`config.mk`:
```
export PLATFORM = sky130hd
export DESIGN_NAME = move_collector
export DESIGN_NICKNAME = d
export VERILOG_FILES = /design/src/rtl/move_collector.sv
export SDC_FILE = /design/constraint.sdc
export NUM_CORES = 1
export LEC_CHECK = 0
export ABC_CLOCK_PERIOD_IN_PS = 3780
export CAP_MARGIN = 15
export CORE_AREA = 2 2 572 574
export CTS_BUF_LIST = sky130_fd_sc_hd__clkbuf_4 sky130_fd_sc_hd__clkbuf_8
export CTS_CLUSTER_SIZE = 30
export DETAILED_ROUTE_END_ITERATION = 10
export DIE_AREA = 0 0 574 576
export PLACE_DENSITY = 0.3
export SLEW_MARGIN = 5
export SYNTH_ARGS = -nofsm -noshare
export SYNTH_HDL_FRONTEND = slang
export SYNTH_SLANG_ARGS = --single-unit
```
`constraint.sdc`:
```
create_clock -name clk -period 3.78 [get_ports clk]
set_input_delay 0.945 -clock clk [delete_from_list [all_inputs] [get_ports clk]]
set_output_delay 0.945 -clock clk [all_outputs]
set_load 0.01 [all_outputs]
```
`src/rtl/move_collector.sv`:
```
// rtl/move_collector.sv - round-robin drain of the column move FIFOs onto one tagged move stream
module move_collector #(
   parameter int NCOL = 8,
   parameter int MW   = 160,
   parameter int CW   = 16
) (
   input  logic              clk,
   input  logic              reset,
   input  logic              start,
   input  logic [NCOL*MW-1:0] col_fifo_out,
   input  logic [NCOL-1:0]   col_fifo_empty,
   input  logic [NCOL-1:0]   col_done,
   output logic [NCOL-1:0]   col_rden,
   output logic [MW-1:0]     move_out,
   output logic [2:0]        move_col,
   output logic              move_valid,
   input  logic              move_ready,
   output logic [CW-1:0]     move_count,
   output logic              all_done
);

   typedef enum logic [2:0] {
      S_IDLE  = 3'd0,
      S_SCAN  = 3'd1,
      S_READ  = 3'd2,
      S_LATCH = 3'd3,
      S_OUT   = 3'd4,
      S_DONE  = 3'd5
   } state_t;

   state_t            state_q, state_d;
   logic [2:0]        ptr_q, ptr_d;
   logic [2:0]        sel_q, sel_d;
   logic [NCOL-1:0]   col_rden_q, col_rden_d;
   logic [MW-1:0]     move_out_q, move_out_d;
   logic [2:0]        move_col_q, move_col_d;
   logic              move_valid_q, move_valid_d;
   logic [CW-1:0]     move_count_q, move_count_d;
   logic              all_done_q, all_done_d;

   logic              scan_found;
   logic [2:0]        scan_sel;
   logic [2:0]        scan_idx;

   // Priority search for the first non-empty column starting at ptr; walking the
   // offsets downward lets the smallest offset overwrite any later candidate.
   always_comb begin
      scan_found = 1'b0;
      scan_sel   = 3'd0;
      scan_idx   = 3'd0;
      for (int i = NCOL - 1; i >= 0; i--) begin
         scan_idx = ptr_q + 3'(i);
         if (!col_fifo_empty[scan_idx]) begin
            scan_found = 1'b1;
            scan_sel   = scan_idx;
         end
      end
   end

   // State and datapath registers, cleared asynchronously so an in-flight word is dropped.
   always_ff @(posedge clk or negedge reset) begin
      if (!reset) begin
         state_q      <= S_IDLE;
         ptr_q        <= 3'd0;
         sel_q        <= 3'd0;
         col_rden_q   <= '0;
         move_out_q   <= '0;
         move_col_q   <= 3'd0;
         move_valid_q <= 1'b0;
         move_count_q <= '0;
         all_done_q   <= 1'b0;
      end else begin
         state_q      <= state_d;
         ptr_q        <= ptr_d;
         sel_q        <= sel_d;
         col_rden_q   <= col_rden_d;
         move_out_q   <= move_out_d;
         move_col_q   <= move_col_d;
         move_valid_q <= move_valid_d;
         move_count_q <= move_count_d;
         all_done_q   <= all_done_d;
      end
   end

   // Next-state: one read per SCAN/READ/LATCH/OUT lap; completion only judged in SCAN.
   always_comb begin
      state_d = state_q;
      case (state_q)
         S_IDLE:  if (start) state_d = S_SCAN;
         S_SCAN: begin
            if (scan_found)     state_d = S_READ;
            else if (&col_done) state_d = S_DONE;
         end
         S_READ:  state_d = S_LATCH;
         S_LATCH: state_d = S_OUT;
         S_OUT:   if (move_ready) state_d = S_SCAN;
         S_DONE:  if (start) state_d = S_SCAN;
         default: state_d = S_IDLE;
      endcase
   end

   // Output/datapath next values; everything holds unless the current state updates it.
   always_comb begin
      ptr_d        = ptr_q;
      sel_d        = sel_q;
      col_rden_d   = '0;
      move_out_d   = move_out_q;
      move_col_d   = move_col_q;
      move_valid_d = move_valid_q;
      move_count_d = move_count_q;
      all_done_d   = all_done_q;
      case (state_q)
         S_IDLE, S_DONE: begin
            if (start) begin
               ptr_d        = 3'd0;
               move_count_d = '0;
               all_done_d   = 1'b0;
            end
         end
         S_SCAN: begin
            if (scan_found) begin
               sel_d      = scan_sel;
               col_rden_d = NCOL'(1) << scan_sel;
            end else if (&col_done) begin
               all_done_d = 1'b1;
            end
         end
         S_LATCH: begin
            move_out_d   = col_fifo_out[MW*sel_q +: MW];
            move_col_d   = sel_q;
            move_valid_d = 1'b1;
         end
         S_OUT: begin
            if (move_ready) begin
               move_valid_d = 1'b0;
               ptr_d        = sel_q + 3'd1;
               if (!(&move_count_q)) move_count_d = move_count_q + CW'(1);
            end
         end
         default: ;
      endcase
   end

   assign col_rden   = col_rden_q;
   assign move_out   = move_out_q;
   assign move_col   = move_col_q;
   assign move_valid = move_valid_q;
   assign move_count = move_count_q;
   assign all_done   = all_done_q;

endmodule

```
==> results by group <==
Placed design
  – GPL Wtd Cong: between 0.9 and 1
  – Area after DPL: 38100 µm²
  – Inst Count DP: between 7000 and 8000
  – Hpwl dp: roughly 240 mm
  – I/O Buffers: 1488

Min path
  – Hold Path Class: in -> async

Synth
  – Ys Warns: 0
  – Synth Net Count: ~2700
  – Synth Cell Area: 17400 µm²
  – Synth Flop Type: dfrtp_1
  – Ys async rst share: between 90% and 100%
  – Synth top area cells: mux4_2 (43%), dfrtp_1 (28%), mux2i_1 (10%)
  – Post-synth top cells: mux4_2 (329), dfrtp_1 (198), nand2_1 (191)
  – Sequential-to-total area share from yosys stat: approximately 28%
  – Area fraction of the dominant cell type after synthesis: between 40 and 50%
  – Synthesized instance count: 1375
  – Yosys top cell by area: mux4_2
  – Flip-flop and latch count after synthesis: 198
  – Most frequent cell after synthesis: mux4_2
  – Yosys cell types: between 50 and 60
  – Post-synth EDFFs: 0
  – Syn Area/Cell: between 10 and 15 µm²

Global route
  – Initial antenna violation count: between 300 and 400
  – Pin count of the biggest net entering global routing: 79
  – First-pass GRT wire length: 317 mm
  – Total gr overflow: 0
  – Gr usage total: roughly 16%
  – Number of global-route vias before repair: between 20000 and 25000

Routing
  – Via/cell ratio: 2.95
  – First-pass DRT Iterations: 5
  – Routed vias: 21400
  – Routed length per instance: between 30 and 40 µm
  – Post-route ant nets: 0
  – Post-Route WL: around 270 mm
  – Initial DRC count: between 1000 and 1500
  – Drc violations: 0

Setup path
  – CP required: between 4 and 5 ns
  – Reg2Reg Depth: 10
  – CP Max Fanout: 9
  – Crit start category: register
  – Worst setup path class: reg -> reg
  – CP arrival: ~3.8 ns
  – Worst setup EP type: register

Clock tree
  – Cts hold-fix bufs: 0
  – TritonCTS clock tree: done
  – Total setup buffers inserted after CTS: 0
  – Clock Sinks: ~200
  – Latest clock arrival within the worst-skew pair: about 0.7 ns
  – CTS resizes: 0
  – TritonCTS Buffers: 21
  – CTS Buffer Depth: 3
  – CTS root buf: clkbuf_8
  – Htree depth: 4
  – CTS clock-pin slew for the worst setup and hold paths: approximately 0.21 ns

Floorplan
  – I/O Pins: 1489
  – Die Height: about 580 µm
  – CORE AREA: between 300000 and 400000 µm²
  – Initial Util: 5.35%
  – Die X: 574 µm
  – Row count: 210
  – Die area: 331000 µm²

STA
  – Worst-Margin Slew: between 0.8 and 0.9 ns
  – Setup Skew: between 0.05 and 0.06 ns
  – Peak Freq: roughly 310 MHz
  – Final count of hold timing violations: 0
  – Slew margin rel.: between 40% and 50%
  – Final Slew Violations: 0
  – RSZ-0062 raised after global routing: false
  – Period minus WS final: between 3 and 4 ns
  – Final setup vio count: 0
  – Final period utilization: 85.2%

Flow run
  – Max_cap viols: 0

Run status
  – Outcome: finished, final reports clean

Power
  – Maximum VDD drop: between 0.0002 and 0.0003 V
  – Static Leak: 12.6 nW
  – Power, Total: ~22 mW
  – Pwr/cell area: a little under 600 nW/µm²

Cells and area
  – Synth-to-layout area growth: 123%
  – Final Instance Area: 38700 µm²
  – Final Instance Count excl. Fillers: about 7300
  – Final nets: ~4100
  – Share of cells above drive strength 1: between 10% and 20%
## through the flow
step	utilization, %	hold slack, ns	setup TNS (ns)	setup WS (ns)
2_1_floorplan	-	0.516	0	0.479
3_3_place_gp	11.7	0.466	-0.322	-0.103
3_5_place_dp	11.7	0.471	-0.0810	-0.0774
4_1_cts	11.9	0.142	0	0.478
5_1_grt	11.9	0.166	0	0.252
6_report	11.9	0.241	0	0.559
## cell type report
class / count / area, µm²
Fill cell: 37300 / 287000
Timing Repair Buffer: 1574 / 15800
Multi-Input combinational cell: 1027 / 11900
Tap cell: 4346 / 5440
Sequential cell: 198 / 4970
Clock buffer: 23 / 317
Antenna cell: 65 / 163
Clock inverter: 10 / 130
Inverter: 8 / 30.0
## critical path: stages, from the launching register on
cell and delay [ns]:
dfrtp_1 0.38, clkinv_1 0.08, ha_1 0.43, buf_4 0.26, mux2i_1 0.31, mux2i_1 0.12
o221ai_1 0.33, a21oi_1 0.11, or4_4 0.51, a31oi_4 0.33, nor3b_1 0.27
## layout by cell type (no fill, tap or decap), drive strengths merged, types with 4 or more instances in the layout
cell / instances
o21ai: 171
nand2: 191
clkbuf: 23
inv: 10
nand4: 6
xnor2: 7
and3: 5
or2: 7
a21oi: 8
mux4: 329
xor2: 11
nor3b: 6
nor2: 29
nand3: 12
mux2: 8
clkdlybuf4s50: 1487
nor3: 6
mux2i: 175
ha: 4
diode: 65
buf: 87
dfrtp: 198
o221ai: 4
o2111ai: 4
clkinv: 4
## state kept, by name, indices dropped and copies added, names as in the netlist
register	cells
all_done	1
col_rden	8
move_col	3
move_count	16
move_out	160
move_valid	1
ptr_q	3
sel_q	3
state_q	3
## metal layers
metal | track usage (%) | up-vias | wire, µm
met4 | 2.34 | 214 | 5350
li1 | - | 8522 | -
met1 | 17.4 | 10500 | 99900
met2 | 25.8 | 1546 | 124000
met5 | 0 | - | 1330
met3 | 9.00 | 556 | 35700
## power breakdown
part           switching (mW)  internal, mW  total [mW]
clock                    1.33         0.736        2.06
sequential              0.917          3.05        3.97
combinational            8.64          7.72        16.4
## kinds of logic (layout without fill, tap and decap cells)
kind of cell	after synthesis	after routing	synth area share [%]
compound gates	210	210	6.68
other cells	0	65	0
simple gates	283	283	7.12
buf+inv	150	1615	3.27
xor+xnor	18	18	0.950
fa+ha+maj	4	4	0.288
flops	198	198	28.5
mux	512	512	53.2
## worst paths after layout
path                       slack [ns]          from           end
max in group asynchronous        2.62         reset  move_out[95]
hold / removal                   0.24         reset  move_out[24]
hold reg to reg                  0.49  move_out[46]  move_out[46]
setup reg to reg                 0.56      ptr_q[0]   col_rden[6]
min in group clk                 0.49  move_out[46]  move_out[46]
setup / recovery                 0.56      ptr_q[0]   col_rden[6]
Power figures use the tool's default switching activity.
